File: config.mk
export PLATFORM = sky130hd
export DESIGN_NAME = clock_div_pair
export DESIGN_NICKNAME = d
export VERILOG_FILES = /design/src/rtl/clock_div_pair.sv
export SDC_FILE = /design/constraint.sdc
export NUM_CORES = 1
export LEC_CHECK = 0
export ABC_AREA = 0
export BUFFER_PORTS_ARGS = -buffer_cell sky130_fd_sc_hd__buf_2
export CORE_AREA = 2 2 82 84
export DETAILED_ROUTE_END_ITERATION = 16
export DIE_AREA = 0 0 84 86
export GPL_ROUTABILITY_DRIVEN = 0
export SYNTH_ARGS = -nofsm -noshare
export SYNTH_HDL_FRONTEND = slang
export SYNTH_SLANG_ARGS = --single-unit
File: constraint.sdc
create_clock -name CLK -period 4.34 [get_ports CLK]
set_clock_uncertainty 0.1 [all_clocks]
set_input_delay 0 -clock CLK [delete_from_list [all_inputs] [get_ports CLK]]
set_output_delay 0 -clock CLK [all_outputs]
set_load 0.02 [all_outputs]
File: src/rtl/clock_div_pair.sv
// Two programmable 50%-duty clock dividers with glitch-free divisor updates.
// Optional CLKDIV_PHASE_SYNC_EN: divisor updates and enable re-start phase-align both channels.
module clock_div_pair #(
  parameter int unsigned WIDTH   = 8,
  parameter int unsigned RST_DIV = 1
) (
  input  logic             CLK,
  input  logic             ASYNCRESETN,
  input  logic             en,
  input  logic             load,
  input  logic [WIDTH-1:0] div_x,
  input  logic [WIDTH-1:0] div_y,
  output logic             load_ready,
  output logic             x_out,
  output logic             y_out,
  output logic             x_rise,
  output logic             y_rise
);

  localparam logic [WIDTH-1:0] RstDiv = WIDTH'(RST_DIV);

  // Index 0 is channel x, index 1 is channel y.
  logic [1:0][WIDTH-1:0] cnt_q, cnt_d;
  logic [1:0][WIDTH-1:0] act_q, act_d;
  logic [1:0][WIDTH-1:0] shd_q, shd_d;
  logic [1:0]            out_q, out_d;
  logic [1:0]            rise_q, rise_d;
  logic [1:0]            pend_q, pend_d;
  logic [1:0]            run, tog;
  logic                  idle;
`ifdef CLKDIV_PHASE_SYNC_EN
  logic                  en_q;
  logic                  restart;
`endif

  assign load_ready = ~|pend_q;
  // A high channel keeps running after en drops so no high pulse is shortened.
  assign run        = {2{en}} | out_q;
  assign idle       = ~en & (out_q == 2'b00);

  always_comb begin
    cnt_d  = cnt_q;
    act_d  = act_q;
    shd_d  = shd_q;
    out_d  = out_q;
    pend_d = pend_q;
    rise_d = '0;
    tog    = '0;
    for (int c = 0; c < 2; c++) begin
      tog[c] = run[c] && (cnt_q[c] == act_q[c]);
      if (tog[c]) begin
        out_d[c]  = ~out_q[c];
        cnt_d[c]  = '0;
        rise_d[c] = ~out_q[c];
      end else if (run[c]) begin
        cnt_d[c] = cnt_q[c] + WIDTH'(1);
      end
      // Uses pend_q, so a load landing on a toggle waits for the following one.
      if (pend_q[c] && (tog[c] || idle)) begin
        act_d[c]  = shd_q[c];
        pend_d[c] = 1'b0;
        // A stopped channel starts its new divisor from a fresh half-period.
        if (idle) cnt_d[c] = '0;
      end
    end
`ifdef CLKDIV_PHASE_SYNC_EN
    restart = ((|pend_q) && ((|tog) || idle)) || (en && !en_q);
    if (restart) begin
      cnt_d  = '0;
      out_d  = '0;
      rise_d = '0;
      if (|pend_q) begin
        act_d  = shd_q;
        pend_d = '0;
      end
    end
`endif
    if (load && load_ready) begin
      shd_d  = {div_y, div_x};
      pend_d = 2'b11;
    end
  end

  always_ff @(posedge CLK or negedge ASYNCRESETN) begin
    if (!ASYNCRESETN) begin
      cnt_q  <= '0;
      act_q  <= {RstDiv, RstDiv};
      shd_q  <= {RstDiv, RstDiv};
      out_q  <= '0;
      rise_q <= '0;
      pend_q <= '0;
`ifdef CLKDIV_PHASE_SYNC_EN
      en_q   <= 1'b0;
`endif
    end else begin
      cnt_q  <= cnt_d;
      act_q  <= act_d;
      shd_q  <= shd_d;
      out_q  <= out_d;
      rise_q <= rise_d;
      pend_q <= pend_d;
`ifdef CLKDIV_PHASE_SYNC_EN
      en_q   <= en;
`endif
    end
  end

  assign x_out  = out_q[0];
  assign y_out  = out_q[1];
  assign x_rise = rise_q[0];
  assign y_rise = rise_q[1];

endmodule

; After elaboration in Yosys (flattened, before gate mapping)
; Index checks and enable logic that the tools add are counted.
[word_totals]
inputBits = 20
latchBits = 0
mem_bits_ro = 0
elab_cells = 45
ramBits = 0
output_inout_bits = 5
n_memories = 0
register_bits = 54
[classes]
shift = 0
add_sub_neg = 2
div_mod_pow = 0
n_mux = 13
eq_ne = 2
n_mul = 0
bitwise = 5
n_lt_le_gt_ge = 0
reduce_logical = 12
[op_table]
columns = operator, n
row1 = two-way mux 8 bit, 8
row2 = adder 8 x 1 -> 8 bit (second input constant), 2
row3 = == test 8 bit, 2
row4 = logical AND 1 bit, 5
row5 = two-way mux 1 bit, 4
row6 = nonzero test 2 bit, 2
row7 = inverter 1 bit, 3
row8 = zero test 2 bit, 1
row9 = logical OR 1 bit, 2
row10 = two-way mux 2 bit, 1
row11 = OR 2 bit, 1
row12 = OR reduction 2 bit, 1
row13 = AND 1 bit, 1
row14 = zero test 1 bit, 1

; Longest topological paths before layout
; Gate-level depths: netlist of the first run.
[depth]
depth_word = 6
mapped_depth = 7
depth_no_buf = 5

; Worst setup path after synthesis of the first run
; Ideal clock, no wire load.
[synth_path]
path_kind = reg-to-reg
startpoint = register out_q[1]
endpoint = register act_q[14] (netlist name)
n_path_buf = 3
slack_ns = 2.151
required_time_ns = 4.171
period_less_slack_ns = 2.189
setup_time_ns = 0.069
t_arrival_ns = 2.020
path_stages_with_launch = 8
path_cell_list = dfrtp_1 -> buf_4 -> nor2_1 -> or4_1 -> buf_2 -> buf_6 -> or4_1 -> nand3_1
[synth_between]
elab_chain_cells = 4
elab_cells_between_ends = 6
cone_classes = bitwise: 2 / reduce/logical: 4
[synth_rtl]
columns = item, line
row1 = from (decl), 26  ; logic [1:0] out_q, out_d;
row2 = from (signal assigned), 99  ; out_q <= out_d;
row3 = zero test 2 bit / OR 2 bit (equally long branches), "39, 38"
row4 = AND 1 bit / logical AND 1 bit (equally long branches), "39, 50"
row5 = logical OR 1 bit (*), 59  ; if (pend_q[c] && (tog[c] || idle)) begin
row6 = logical AND 1 bit (*), 59
row7 = to (signal assigned), 87  ; act_q <= {RstDiv, RstDiv};
row8 = to (signal assigned), 97  ; act_q <= act_d;
row9 = to (decl), 24  ; logic [1:0][WIDTH-1:0] act_q, act_d;
; Mark *: on every way between the ends. The rest lies on a longest branch, timed or not.
; A chain may end at the register's enable or synchronous reset.

; Final worst setup path of the first run
[layout_path]
startpoint = register out_q[1]
endpoint = register pend_q[1]
[layout_between]
elab_chain_cells = 5
elab_cells_between_ends = 7
cone_classes = bitwise: 2 / reduce/logical: 5
[layout_rtl]
columns = item, line
row1 = zero test 2 bit / OR 2 bit (equally long branches), "39, 38"
row2 = AND 1 bit / logical AND 1 bit (equally long branches), "39, 50"
row3 = logical OR 1 bit (*), 59
row4 = logical AND 1 bit (*), 59
row5 = nonzero test 2 bit (no line) (*), n/a
row6 = to (signal assigned), 101  ; pend_q <= pend_d;
row7 = to (decl), 28  ; logic [1:0] pend_q, pend_d;
; Marked as above.

==> flow_summary.ini, run 1 <==
[logic_synthesis]
ys_seq_elements = 54
syn_inst = 302
post_synth.cell_area_avg_um2 = 9.68
netlist_area_um2 = 2920
synthesis.yosys.warnings = 0
ys_seq_area_frac = 0.464
post_synth_num_cell_types = 29
synth_fp_nets = 324

[detailed_routing]
post_drt_via_cell_ratio = 5.59
detailroute.via_count = 2277
first_iteration_detailed_routing_drc_count = 104
routed_wire_length_per_instance_um = 14.5
drc_errors = 0
pre_repair_dr_iteration_count = 4
wirelength_um = 5890
final_antenna_net_count = 0

[run]
drv_cap = 0

[die]
core_area_um2 = 6280
floorplan.die_area_um2 = 7220
die_w_um = 84
io_pins = 25
placementRows = 29
initial_utilization = 0.466
dieHeight_um = 86

[clocking]
cts.sink_count = 54
postCtsSetupBuffers = 0
cts_root_buffer = sky130_fd_sc_hd__clkbuf_8
cts_repair_resize_count = 0
cts-buffers-inserted = 5
path_clk_slew_ns = 0.09
clock_tree.htree_level_count = 2
clock_tree_from_tritoncts = done
ctsLongestPathBuffers = 2
clkLatencyLatePin_ns = 0.31

[timing]
worst_pin_slew_ns = 0.813
timing.fmax_ghz = 0.407
setup_repair_after_global_routing_missed_its_margin = false
finalHoldViolCount = 0
finalMaxSlewViolations = 0
post-route-min-period_ns = 2.45
finalSetupViolCount = 0
tns_ns = 0
fin_hold_ws_ns = 0.0558
relSlewSlack = 0.458
period_share = 0.566

[critical_path]
crit_path_max_fanout = 18
critPathCaptureType = flip-flop
timing.critical_path.required_ns = 4.43
critPathBufInv = 0
cp_data_arrival_time_ns = 2.54
crit_family = simple AND/OR/NAND/NOR gates
crit_type = flip-flop to flip-flop
critPathLaunchType = flip-flop
reg2reg_to = pend_q[1]
worstReg2RegStart = out_q[1]
r2r_cells = 4
cp_cell_sequence = nor2_1, or4_1, or3_1, a31o_2
worst_path_largest_cell_delay_ns = 0.83
critical-path-slowest-cell = sky130_fd_sc_hd__or4_1
reg2reg_setup_slack_ns = 1.89

[outcome]
outcome = complete, no violations

[global_routing]
global_route_wire_length_before_repair_um = 10300
grt_start_max_net_pins = 55
grt_antenna_before_repair = 0
global_route.usage.total = 0.175
overflow = 0
first_global_vias = 2071

[placed_design]
post-place-cells = 382
port_buffers = 24
detailedPlacementHpwl_um = 3700
post_dp_cell_area_um2 = 3040

[min_path]
timing.hold.worst.class = input pin to flip-flop
worstHoldPathCells = 3
hold_start = en
whs_endpoint = cnt_q[9]

[finish]
finish.net_count = 351
post_route_cell_area_um2 = 3320
antenna_cells_inserted = 0
fillCellCount = 574
final-instance-count-excl-fill = 407
mostFrequentLayoutCell = sky130_fd_sc_hd__dfrtp_1
mostFrequentLayoutCells = sky130_fd_sc_hd__dfrtp_1, sky130_fd_sc_hd__nand2_1, sky130_fd_sc_hd__buf_2
flow.area_growth_from_synthesis_pct = 13.7
share_of_cells_above_drive_strength_1 = 0.173

[pwr]
power.leakage_nw = 1.37
pwr_density_cell_nw_per_um2 = 490
vdd.ir_drop.worst_mv = 0.295
==> per-layer routing <==
layer | share of wire | track usage | vias up
met3 | 0.044 | 0.0289 | 5
met5 | 0 | 0 | -
met4 | 0.0076 | 0.0484 | 0
li1 | - | - | 1150
met2 | 0.43 | 0.252 | 55
met1 | 0.52 | 0.271 | 1067
==> cells in the mapped netlist <==
| cell | number | area, um^2 |
|---|---|---|
| sky130_fd_sc_hd__a31oi_1 | 16 | 100 |
| sky130_fd_sc_hd__nor3_1 | 3 | 15.0 |
| sky130_fd_sc_hd__inv_1 | 16 | 60.1 |
| sky130_fd_sc_hd__mux2_2 | 16 | 180 |
| sky130_fd_sc_hd__buf_4 | 1 | 7.51 |
| sky130_fd_sc_hd__dfrtp_1 | 50 | 1250 |
| sky130_fd_sc_hd__and2_1 | 1 | 6.26 |
| sky130_fd_sc_hd__nand3_1 | 20 | 100 |
| sky130_fd_sc_hd__dfstp_2 | 4 | 105 |
| sky130_fd_sc_hd__o2111ai_1 | 4 | 35.0 |
| sky130_fd_sc_hd__or4_1 | 18 | 135 |
| sky130_fd_sc_hd__buf_2 | 4 | 20.0 |
| sky130_fd_sc_hd__buf_6 | 2 | 22.5 |
| sky130_fd_sc_hd__ha_1 | 2 | 25.0 |
| sky130_fd_sc_hd__buf_1 | 1 | 3.75 |
| sky130_fd_sc_hd__a31o_1 | 1 | 8.76 |
| sky130_fd_sc_hd__clkbuf_1 | 15 | 56.3 |
| sky130_fd_sc_hd__xor2_1 | 14 | 123 |
| sky130_fd_sc_hd__nor2_1 | 23 | 86.3 |
| sky130_fd_sc_hd__a31o_2 | 1 | 8.76 |
| sky130_fd_sc_hd__xnor2_1 | 18 | 158 |
| sky130_fd_sc_hd__o31ai_4 | 1 | 21.3 |
| sky130_fd_sc_hd__o21ai_0 | 4 | 20.0 |
| sky130_fd_sc_hd__or3_1 | 3 | 18.8 |
| sky130_fd_sc_hd__o22ai_1 | 16 | 100 |
| sky130_fd_sc_hd__nand2_1 | 28 | 105 |
| sky130_fd_sc_hd__o31ai_2 | 1 | 12.5 |
| sky130_fd_sc_hd__a21oi_1 | 2 | 10.0 |
| sky130_fd_sc_hd__o211ai_1 | 17 | 128 |
==> logic make-up (layout without fill, tap and decap cells) <==
| logic type | Yosys count | count (layout) | synth area share |
|---|---|---|---|
| xor gates and xnor gates | 32 | 32 | 0.0959 |
| and+or+nand+nor | 96 | 96 | 0.160 |
| DFF | 54 | 54 | 0.464 |
| muxes | 16 | 16 | 0.0616 |
| buffers and inverters | 39 | 67 | 0.0582 |
| adders and majority gates | 2 | 2 | 0.00856 |
| AOI/OAI and AO/OA | 63 | 63 | 0.152 |
==> sequential cells by signal (all words and copies together), names as in the netlist <==
signal,flops
act_q,16
cnt_q,16
out_q,2
pend_q,2
rise_q,2
shd_q,16
==> metrics by stage <==
step / utilization / power [mW] / setup slack [ns]
floorplan: - / 1.18 / 2.15
CTS: 0.529 / 1.64 / 1.89
global route: 0.529 / 1.76 / 1.76
detailed placement: 0.485 / 1.30 / 1.90
global placement: 0.485 / 1.27 / 1.97
finish: 0.529 / 1.63 / 1.89
==> worst max path at each step <==
stage | slack (ns) | cells after the start | endpoint | startpoint
6_report | 1.89 | 4 | pend_q[1] | out_q[1]
5_1_grt | 1.76 | 4 | cnt_q[7] | cnt_q[0]
4_1_cts | 1.89 | 4 | pend_q[1] | out_q[1]
3_5_place_dp | 1.90 | 4 | pend_q[1] | out_q[1]
3_3_place_gp | 1.97 | 4 | pend_q[1] | out_q[1]
2_1_floorplan | 2.15 | 7 | act_q[14] | out_q[1]
==> layout make-up <==
type	count	area, um^2	area share
Timing Repair Buffer	43	305	0.0919
Clock inverter	3	40.0	0.0120
Inverter	16	60.1	0.0181
Sequential cell	54	1360	0.408
Multi-Input combinational cell	209	1400	0.420
Tap cell	77	96.3	0.0290
Clock buffer	5	68.8	0.0207
==> power by group <==
group	internal, mW	switching (mW)	leakage, nW
combinational	0.255	0.219	0.699
sequential	0.647	0.174	0.614
clock	0.170	0.164	0.0579
==> worst register-to-register path, stage by stage (launching register included) <==
cell,delay [ns]
sky130_fd_sc_hd__dfrtp_1,0.53
sky130_fd_sc_hd__nor2_1,0.13
sky130_fd_sc_hd__or4_1,0.83
sky130_fd_sc_hd__or3_1,0.49
sky130_fd_sc_hd__a31o_2,0.28
==> timing repair <==
item | CTS | global route
endpoints found under the hold margin | 66 | 0
hold buffers | 17 | 0
endpoints found under the setup margin | 0 | 0
Power figures use the tool's default switching activity.
==> inputs of run 2 (changes only) <==
Settings changed: PLACE_DENSITY from default to 0.67.
Clock period 4.34 ns to 2.08 ns, I/O delays scaled along.
==> flow_summary.ini, run 2 (synthesized netlist as in run 1, its figures left out) <==
[finish]
final-instance-count-excl-fill = 440
finish.net_count = 384
area.sequential_um2 = 1360
post_route_cell_area_um2 = 3690
mostFrequentLayoutCells = sky130_fd_sc_hd__dfrtp_1, sky130_fd_sc_hd__buf_4, sky130_fd_sc_hd__nand2_1
fillCellCount = 532
layout_top_registers = act_q x16, cnt_q x16, shd_q x16
post_route_core_utilization = 0.588
antenna_cells_inserted = 0
share_of_cells_above_drive_strength_1 = 0.278
flow.area_growth_from_synthesis_pct = 26.3
multi_input_area_um2 = 1440
mostFrequentLayoutCell = sky130_fd_sc_hd__dfrtp_1

[clocking]
cts-buffers-inserted = 5
clock_tree.htree_level_count = 2
path_clk_slew_ns = 0.10
ctsLongestPathBuffers = 2
clock_tree_from_tritoncts = done
clkLatencyLatePin_ns = 0.31
cts.sink_count = 54
cts_root_buffer = sky130_fd_sc_hd__clkbuf_8

[timing]
tns_ns = -0.0146
finalSetupViolCount = 1
worst_pin_slew_ns = 0.672
relSlewSlack = 0.552
period_share = 1.01
setup_repair_after_global_routing_missed_its_margin = true
fin_hold_ws_ns = 0.151
finalHoldViolCount = 0
timing.fmax_ghz = 0.477
layout_setup_ws_ns = -0.0146
finalMaxSlewViolations = 0
post-route-min-period_ns = 2.09

[die]
placementRows = 29
dieHeight_um = 86
core_area_um2 = 6280
initial_utilization = 0.466
die_w_um = 84
floorplan.die_area_um2 = 7220
io_pins = 25

[pwr]
pwr_density_cell_nw_per_um2 = 1030
power.leakage_nw = 1.56
vdd.ir_drop.worst_mv = 0.604
p_total_mw = 3.79

[placed_design]
port_buffers = 24
detailedPlacementHpwl_um = 3940
dp_slack_ns = -0.0228
post_dp_cell_area_um2 = 3230
post-place-cells = 406

[min_path]
hold_start = load
whs_endpoint = pend_q[0]
worstHoldPathCells = 4
timing.hold.worst.class = input pin to flip-flop

[detailed_routing]
topmost_layer_with_routed_signal_wires = met4
dr_wl_met3_um = 167
routed_wire_length_per_instance_um = 14.5
post_drt_via_cell_ratio = 5.63
dr_wl_met2_um = 2940
drc_errors = 0
wirelength_met1_um = 3190
pre_repair_dr_iteration_count = 4
wirelength_um = 6380
first_iteration_detailed_routing_drc_count = 128
detailroute.via_count = 2476
final_antenna_net_count = 0

[outcome]
outcome = complete, but fails checks
violations = negative setup slack

[critical_path]
crit_path_max_fanout = 8
cp_cell_sequence = xor2_1, or4_4, buf_12, or4_1, nand3_1
r2r_cells = 5
critical-path-slowest-cell = sky130_fd_sc_hd__or4_4
crit_family = simple AND/OR/NAND/NOR gates
cp_data_arrival_time_ns = 2.25
critPathCaptureType = flip-flop
reg2reg_to = act_q[9]
critPathLaunchType = flip-flop
worst_path_largest_cell_delay_ns = 0.57
reg2reg_setup_slack_ns = -0.01
critPathBufInv = 1
worstReg2RegStart = cnt_q[10]
timing.critical_path.required_ns = 2.23
crit_type = flip-flop to flip-flop

[global_routing]
global_route.usage.total = 0.179
first_global_vias = 2261
grt_start_max_net_pins = 55
grt_antenna_before_repair = 0
overflow = 0
global_route_wire_length_before_repair_um = 10600

[run]
drv_cap = 0
run 2: cell types whose count changed in the layout (fill, tap and decap cells not counted), moves of 2 or more:
| cell | previous run | this run |
|---|---|---|
| sky130_fd_sc_hd__buf_4 | 2 | 30 |
| sky130_fd_sc_hd__or4_1 | 18 | 12 |
| sky130_fd_sc_hd__or4_4 | 0 | 6 |
| sky130_fd_sc_hd__nand3_1 | 20 | 16 |
| sky130_fd_sc_hd__nand3_2 | 0 | 4 |
| sky130_fd_sc_hd__buf_6 | 0 | 2 |
| sky130_fd_sc_hd__clkinv_2 | 2 | 0 |
run 2: worst max-delay path by stage:
stage | from | end | slack [ns] | depth (start not counted)
after floorplan | out_q[1] | act_q[14] | -0.03 | 7
after global placement | act_q[0] | act_q[4] | 0.01 | 5
final | cnt_q[10] | act_q[9] | -0.01 | 5
after detailed placement | act_q[9] | act_q[15] | -0.02 | 5
after CTS | act_q[9] | act_q[15] | 0.009 | 5
after global routing | cnt_q[10] | act_q[9] | -0.08 | 5
run 2: tightest hold or removal path: stages:
cell and delay (ns):
sky130_fd_sc_hd__buf_2 0.07, sky130_fd_sc_hd__and2_1 0.10, sky130_fd_sc_hd__buf_4 0.24, sky130_fd_sc_hd__a31o_1 0.13
run 2: final cells by class:
cell class,count,area share
Sequential cell,54,0.368
Clock buffer,6,0.0224
Multi-Input combinational cell,209,0.391
Tap cell,77,0.0261
Clock inverter,2,0.0163
Timing Repair Buffer,76,0.161
Inverter,16,0.0163
run 2: metal layers:
| metal | vias up | track usage |
|---|---|---|
| li1 | 1202 | - |
| met1 | 1222 | 0.255 |
| met2 | 48 | 0.280 |
| met3 | 4 | 0.0298 |
| met4 | 0 | 0.0601 |
| met5 | - | 0 |
run 2: report_power, final:
group / switching, mW / total [mW] / leakage (nW) / internal, mW
clock network: 0.357 / 0.871 / 0.0714 / 0.513
registers: 0.223 / 1.58 / 0.613 / 1.35
logic: 0.655 / 1.34 / 0.876 / 0.685
run 2: what timing repair did:
item / in CTS / in global routing
resized for setup: 3 / 12
hold buffers: 18 / 0
hold endpoints to repair: 67 / 0
buffers inserted: 0 / 7
endpoints found under the setup margin: 16 / 17
pin swaps: 0 / 16
cloned: 0 / 1
